### src/rtl/invd_pipe_pkg.sv
// Shared definitions for the invd_pipe datapath.
// Operation mode encodings applied to each accepted word.
package invd_pipe_pkg;
   typedef logic [1:0] mode_t;

   localparam mode_t MODE_PASS = 2'b00;
   localparam mode_t MODE_INV  = 2'b01;
   localparam mode_t MODE_XOR  = 2'b10;
   localparam mode_t MODE_XNOR = 2'b11;
endpackage

### src/rtl/invd_stage.sv
// One valid/data register slice of the invd_pipe pipeline.
// Loads from upstream whenever it is empty or its contents are being taken downstream.
module invd_stage #(
   parameter int WIDTH = 8
) (
   input  logic             clk,
   input  logic             rst_n,
   input  logic             rdy_i,
   input  logic             up_valid_i,
   input  logic [WIDTH-1:0] up_data_i,
   output logic             valid_o,
   output logic [WIDTH-1:0] data_o
);
   logic             valid_q, valid_d;
   logic [WIDTH-1:0] data_q, data_d;
   logic             take;

   // Data only moves on a real load so a stalled or drained slice keeps its word stable.
   always_comb begin
      take    = ~valid_q | rdy_i;
      valid_d = valid_q;
      data_d  = data_q;
      if (take) begin
         valid_d = up_valid_i;
         if (up_valid_i) begin
            data_d = up_data_i;
         end
      end
   end

   always_ff @(posedge clk or negedge rst_n) begin
      if (!rst_n) begin
         valid_q <= 1'b0;
         data_q  <= '0;
      end else begin
         valid_q <= valid_d;
         data_q  <= data_d;
      end
   end

   assign valid_o = valid_q;
   assign data_o  = data_q;
endmodule

### src/rtl/invd_pipe.sv
// Pipelined per-word pass/invert/XOR/XNOR unit with valid/ready on both sides.
// Holds the mask register, the function mux, the ready chain and the delivered-word counter.
module invd_pipe
   import invd_pipe_pkg::*;
#(
   parameter int WIDTH  = 8,
   parameter int STAGES = 2,
   parameter int CNT_W  = 16
) (
   input  logic             clk,
   input  logic             rst_n,
   input  logic             in_valid,
   output logic             in_ready,
   input  logic [WIDTH-1:0] in_data,
   input  logic [1:0]       in_mode,
   input  logic             mask_we,
   input  logic [WIDTH-1:0] mask_din,
   output logic             out_valid,
   input  logic             out_ready,
   output logic [WIDTH-1:0] out_data,
   output logic [CNT_W-1:0] word_cnt
);
   if (STAGES < 1) begin : g_bad_cfg
      $error("invd_pipe: STAGES must be >= 1");
   end

   logic [WIDTH-1:0] mask_q, mask_d;
   logic [CNT_W-1:0] cnt_q, cnt_d;
   logic [WIDTH-1:0] f_res;
   logic [STAGES-1:0] v, rdy, up_v;
   logic [WIDTH-1:0]  sd   [STAGES];
   logic [WIDTH-1:0]  up_d [STAGES];

   // The mux sees the registered mask, so a same-cycle mask write only affects later words.
   always_comb begin
      case (in_mode)
         MODE_PASS: f_res = in_data;
         MODE_INV:  f_res = ~in_data;
         MODE_XOR:  f_res = in_data ^ mask_q;
         default:   f_res = ~(in_data ^ mask_q);
      endcase
   end

   always_comb begin
      rdy           = '0;
      rdy[STAGES-1] = out_ready;
      for (int k = STAGES - 2; k >= 0; k--) begin
         rdy[k] = ~v[k+1] | rdy[k+1];
      end
   end

   always_comb begin
      up_v    = '0;
      up_v[0] = in_valid;
      up_d[0] = f_res;
      for (int k = 1; k < STAGES; k++) begin
         up_v[k] = v[k-1];
         up_d[k] = sd[k-1];
      end
   end

   for (genvar gi = 0; gi < STAGES; gi++) begin : g_stage
      invd_stage #(.WIDTH(WIDTH)) u_stage (
         .clk        (clk),
         .rst_n      (rst_n),
         .rdy_i      (rdy[gi]),
         .up_valid_i (up_v[gi]),
         .up_data_i  (up_d[gi]),
         .valid_o    (v[gi]),
         .data_o     (sd[gi])
      );
   end

   assign in_ready  = rst_n & (~v[0] | rdy[0]);
   assign out_valid = v[STAGES-1];
   assign out_data  = sd[STAGES-1];
   assign word_cnt  = cnt_q;

   always_comb begin
      mask_d = mask_we ? mask_din : mask_q;
      cnt_d  = cnt_q;
      if (out_valid & out_ready) begin
         cnt_d = cnt_q + CNT_W'(1);
      end
   end

   always_ff @(posedge clk or negedge rst_n) begin
      if (!rst_n) begin
         mask_q <= '0;
         cnt_q  <= '0;
      end else begin
         mask_q <= mask_d;
         cnt_q  <= cnt_d;
      end
   end
endmodule

### config.mk
export PLATFORM = sky130hd
export DESIGN_NAME = invd_pipe
export DESIGN_NICKNAME = d
export VERILOG_FILES = /design/src/rtl/invd_pipe_pkg.sv /design/src/rtl/invd_stage.sv /design/src/rtl/invd_pipe.sv
export SDC_FILE = /design/constraint.sdc
export NUM_CORES = 1
export LEC_CHECK = 0
export BUFFER_PORTS_ARGS = -buffer_cell sky130_fd_sc_hd__clkbuf_2
export CELL_PAD_IN_SITES_DETAIL_PLACEMENT = 1
export CELL_PAD_IN_SITES_GLOBAL_PLACEMENT = 2
export CORE_AREA = 2 2 75 77
export CTS_CLUSTER_DIAMETER = 60
export DETAILED_ROUTE_END_ITERATION = 7
export DIE_AREA = 0 0 77 79
export PLACE_DENSITY_LB_ADDON = 0.1
export SLEW_MARGIN = 10
export SYNTH_ARGS = -nofsm -noshare
export SYNTH_HDL_FRONTEND = slang
export SYNTH_HIERARCHICAL = 1
export SYNTH_SLANG_ARGS = --single-unit
### constraint.sdc
create_clock -name clk -period 2.2 [get_ports clk]
set_input_delay 0.11 -clock clk [delete_from_list [all_inputs] [get_ports clk]]
set_output_delay 0.11 -clock clk [all_outputs]
set_load 0.01 [all_outputs]
==> flow_metrics.py <==
metrics = {
    "global_route": {
        "antenna_found_initial": 0,
        "grt_pass1_vias": 1360,
        "grtUsageTotal_pct": 14.2,
        "overflow": 0,
        "grt_first_pass_wirelength_mm": 6.64,
        "grt_max_degree": 24,
    },
    "sta": {
        "hold_ws_ns": 0.0470,
        "fin_crit_ns": 1.54,
        "worst_clock_skew_ns": 0.00518,
        "fin_setup_tns_ns": 0,
        "setup_viol": 0,
        "hold_viol": 0,
        "slew_headroom_pct": 61.7,
        "timing.final.crit_share_pct": 69.8,
        "worstMarginPinSlew_ns": 0.574,
        "fmax_mhz": 651,
        "drv_slew": 0,
        "rsz0062_at_grt": "no",
    },
    "worst_setup_path": {
        "critPathCaptureType": "output pin",
        "crit_path_cell_trace": "dlygate4sd3_1 -> clkbuf_2 -> o21a_1 -> clkbuf_2",
        "cp-endpoint": "in_ready",
        "cp_slowest_cell": "dlygate4sd3_1",
        "arrival_ns": 1.43,
        "crit_fanout": 23,
        "cpLargestDelayFamily": "buffers and inverters",
        "worst-path-buf-inv": 3,
        "regToRegSetupSlack_ns": 0.77,
        "cp_num_cells": 4,
        "r2r-start": "g_stage[1].u_stage/valid_o$_DFFE_PN0P_",
        "r2r_end": "word_cnt[11]$_DFFE_PN0P_",
        "slowest_delay_ns": 0.52,
        "r2r_cells": 4,
        "crit_required_ns": 2.09,
        "critPathKind": "input port to output pin",
        "cpMostUsedCell": "clkbuf_2",
        "startpoint": "rst_n",
        "critPathLaunchType": "input port",
    },
    "routing": {
        "firstDrtPassIters": 2,
        "detail_route.wl_per_cell_um": 14.0,
        "wl_mm": 3.80,
        "vias": 1202,
        "avgViaCountPerCell": 4.42,
        "ant_nets": 0,
        "drt_iter0_drc": 15,
        "drc_errors": 0,
    },
    "place": {
        "dp_hpwl_mm": 3.03,
        "dpl.cell_count": 263,
        "io_buffers": 48,
        "place_congestion": 0.783,
    },
    "synth": {
        "syn_avg_cell_area_sq_um": 13.6,
        "syn_inst": 145,
        "ys_ff_latch": 42,
        "netlist.area_leader.share_pct": 53.5,
        "syn-num-nets": 169,
        "yosys_warnings": 6,
        "synth_area_sq_um": 1970,
        "synth_seq_area_share_pct": 53.5,
        "yosysTopAreaCell": "dfrtp_1",
        "synthTopCellsByArea": "dfrtp_1 (53%), mux2_4 (12%), xnor2_1 (7.1%)",
        "synth.distinct_cells": 24,
    },
    "hold_path": {
        "worstHoldPathType": "input port to flop",
    },
    "power": {
        "p_leak_nw": 1.24,
        "p_per_area_nw_per_um2": 994,
        "vdd_drop_max_v": 0.000467,
    },
    "cells_and_area": {
        "areaGrowthSynthToFinish_pct": 24.3,
        "nFillCells": 612,
        "layout.nets": 223,
        "diodes": 0,
        "drive_above_1_share_pct": 45.0,
        "fin_cells": 272,
    },
    "run_status": {
        "outcome": "complete, no violations",
    },
    "clocking": {
        "clkLatencyLatePin_ns": 0.29,
        "cts-root-buf": "clkbuf_8",
        "clk_pin_slew_ns": 0.08,
        "max-clock-path-buffers": 2,
        "cts_tree": "yes",
        "cts_buffers": 5,
        "cts_htree_levels": 2,
        "clock-sinks": 42,
    },
    "die": {
        "die_area_sq_um": 6080,
        "fp-row-count": 27,
        "io_pins": 49,
        "start_util_pct": 36.8,
        "core_area_sq_um": 5340,
        "fp.dieH_um": 79,
        "die_x_um": 77,
    },
    "run": {
        "drv_cap": 0,
    },
}
[metrics by stage]
stage	worst slack (ns)	util [%]	instance area [sq um]	total power, mW
floorplan	0.884	-	1970	1.46
global placement	0.835	42.9	2290	1.67
detailed placement	0.773	42.9	2290	1.71
CTS	0.606	45.8	2440	2.47
global route	0.523	45.8	2440	2.57
finish	0.665	45.8	2440	2.43
[placed cells by master (no fill, tap or decap), types with 2 or more instances in the layout]
cell type,n
mux2_4,16
inv_1,2
nand2_1,13
nand2_4,2
xor2_1,15
dfrtp_1,42
nand2b_4,2
xnor2_1,16
and3_1,3
nor2_1,5
or2b_1,2
bufinv_16,2
clkbuf_2,48
nand4_1,4
mux2_2,9
nand3_1,4
clkbuf_8,6
[flip-flops by register name, indices dropped and copies added, names as in the netlist]
signal / cells
g_stage.u_stage/data_o: 16
word_cnt: 16
mask_q: 8
g_stage.u_stage/valid_o: 2
[cell families (layout without fill, tap and decap cells)]
| family | Yosys count | in the layout | share of synthesized area, % |
|---|---|---|---|
| buffers and inverters | 5 | 60 | 1.02 |
| xor gates and xnor gates | 31 | 31 | 13.8 |
| AOI/OAI and AO/OA | 1 | 1 | 0.382 |
| DFF | 42 | 42 | 53.5 |
| muxes | 25 | 25 | 17.4 |
| and+or+nand+nor | 40 | 40 | 13.3 |
| adders and majority gates | 1 | 1 | 0.636 |
[worst min path at each step]
| stage | start | end | cells past startpoint |
|---|---|---|---|
| 2_1_floorplan | rst_n | g_stage[0].u_stage/data_o[0]$_DFFE_PN0P_ | 0 |
| 3_3_place_gp | rst_n | word_cnt[9]$_DFFE_PN0P_ | 1 |
| 3_5_place_dp | rst_n | word_cnt[9]$_DFFE_PN0P_ | 1 |
| 4_1_cts | mask_din[0] | mask_q[0]$_DFFE_PN0P_ | 2 |
| 5_1_grt | mask_din[4] | mask_q[4]$_DFFE_PN0P_ | 2 |
| 6_report | mask_din[4] | mask_q[4]$_DFFE_PN0P_ | 2 |
[power breakdown]
group / switching [mW] / internal [mW] / total (mW)
Clock: 0.271 / 0.484 / 0.755
Sequential: 0.166 / 0.941 / 1.11
Combinational: 0.244 / 0.323 / 0.567
[synth_stat cells, drive strengths merged]
cell    count
dfrtp      42
o21a        1
nand4       5
mux2       25
nor4        1
nand3       5
nor2        6
inv         2
and3        3
nand2      15
xnor2      16
nand2b      3
clkbuf      1
xor2       15
ha          1
buf         2
or2b        2
[repair_timing]
action,4_1_cts,5_1_grt
hold buffers,1,0
endpoints found under the hold margin,21,0
gates resized for setup,0,0
buffers inserted,0,0
[final cells by class]
class | instances | area (sq um) | area share (%)
Sequential cell | 42 | 1050 | 43.0
Multi-Input combinational cell | 98 | 895 | 36.6
Timing Repair Buffer | 50 | 258 | 10.5
Tap cell | 72 | 90.1 | 3.69
Clock buffer | 6 | 82.6 | 3.38
Clock inverter | 2 | 60.1 | 2.46
Inverter | 2 | 7.51 | 0.307
[metal layers]
metal	track usage (%)	wire, um	vias to the layer above	part of all wire, %
li1	-	-	588	-
met1	18.2	1790	578	47
met2	22.6	1770	32	47
met3	4.66	193	4	5.1
met4	4.82	43	0	1.1
met5	0	0	-	0
(Power assumes the default switching activity.)
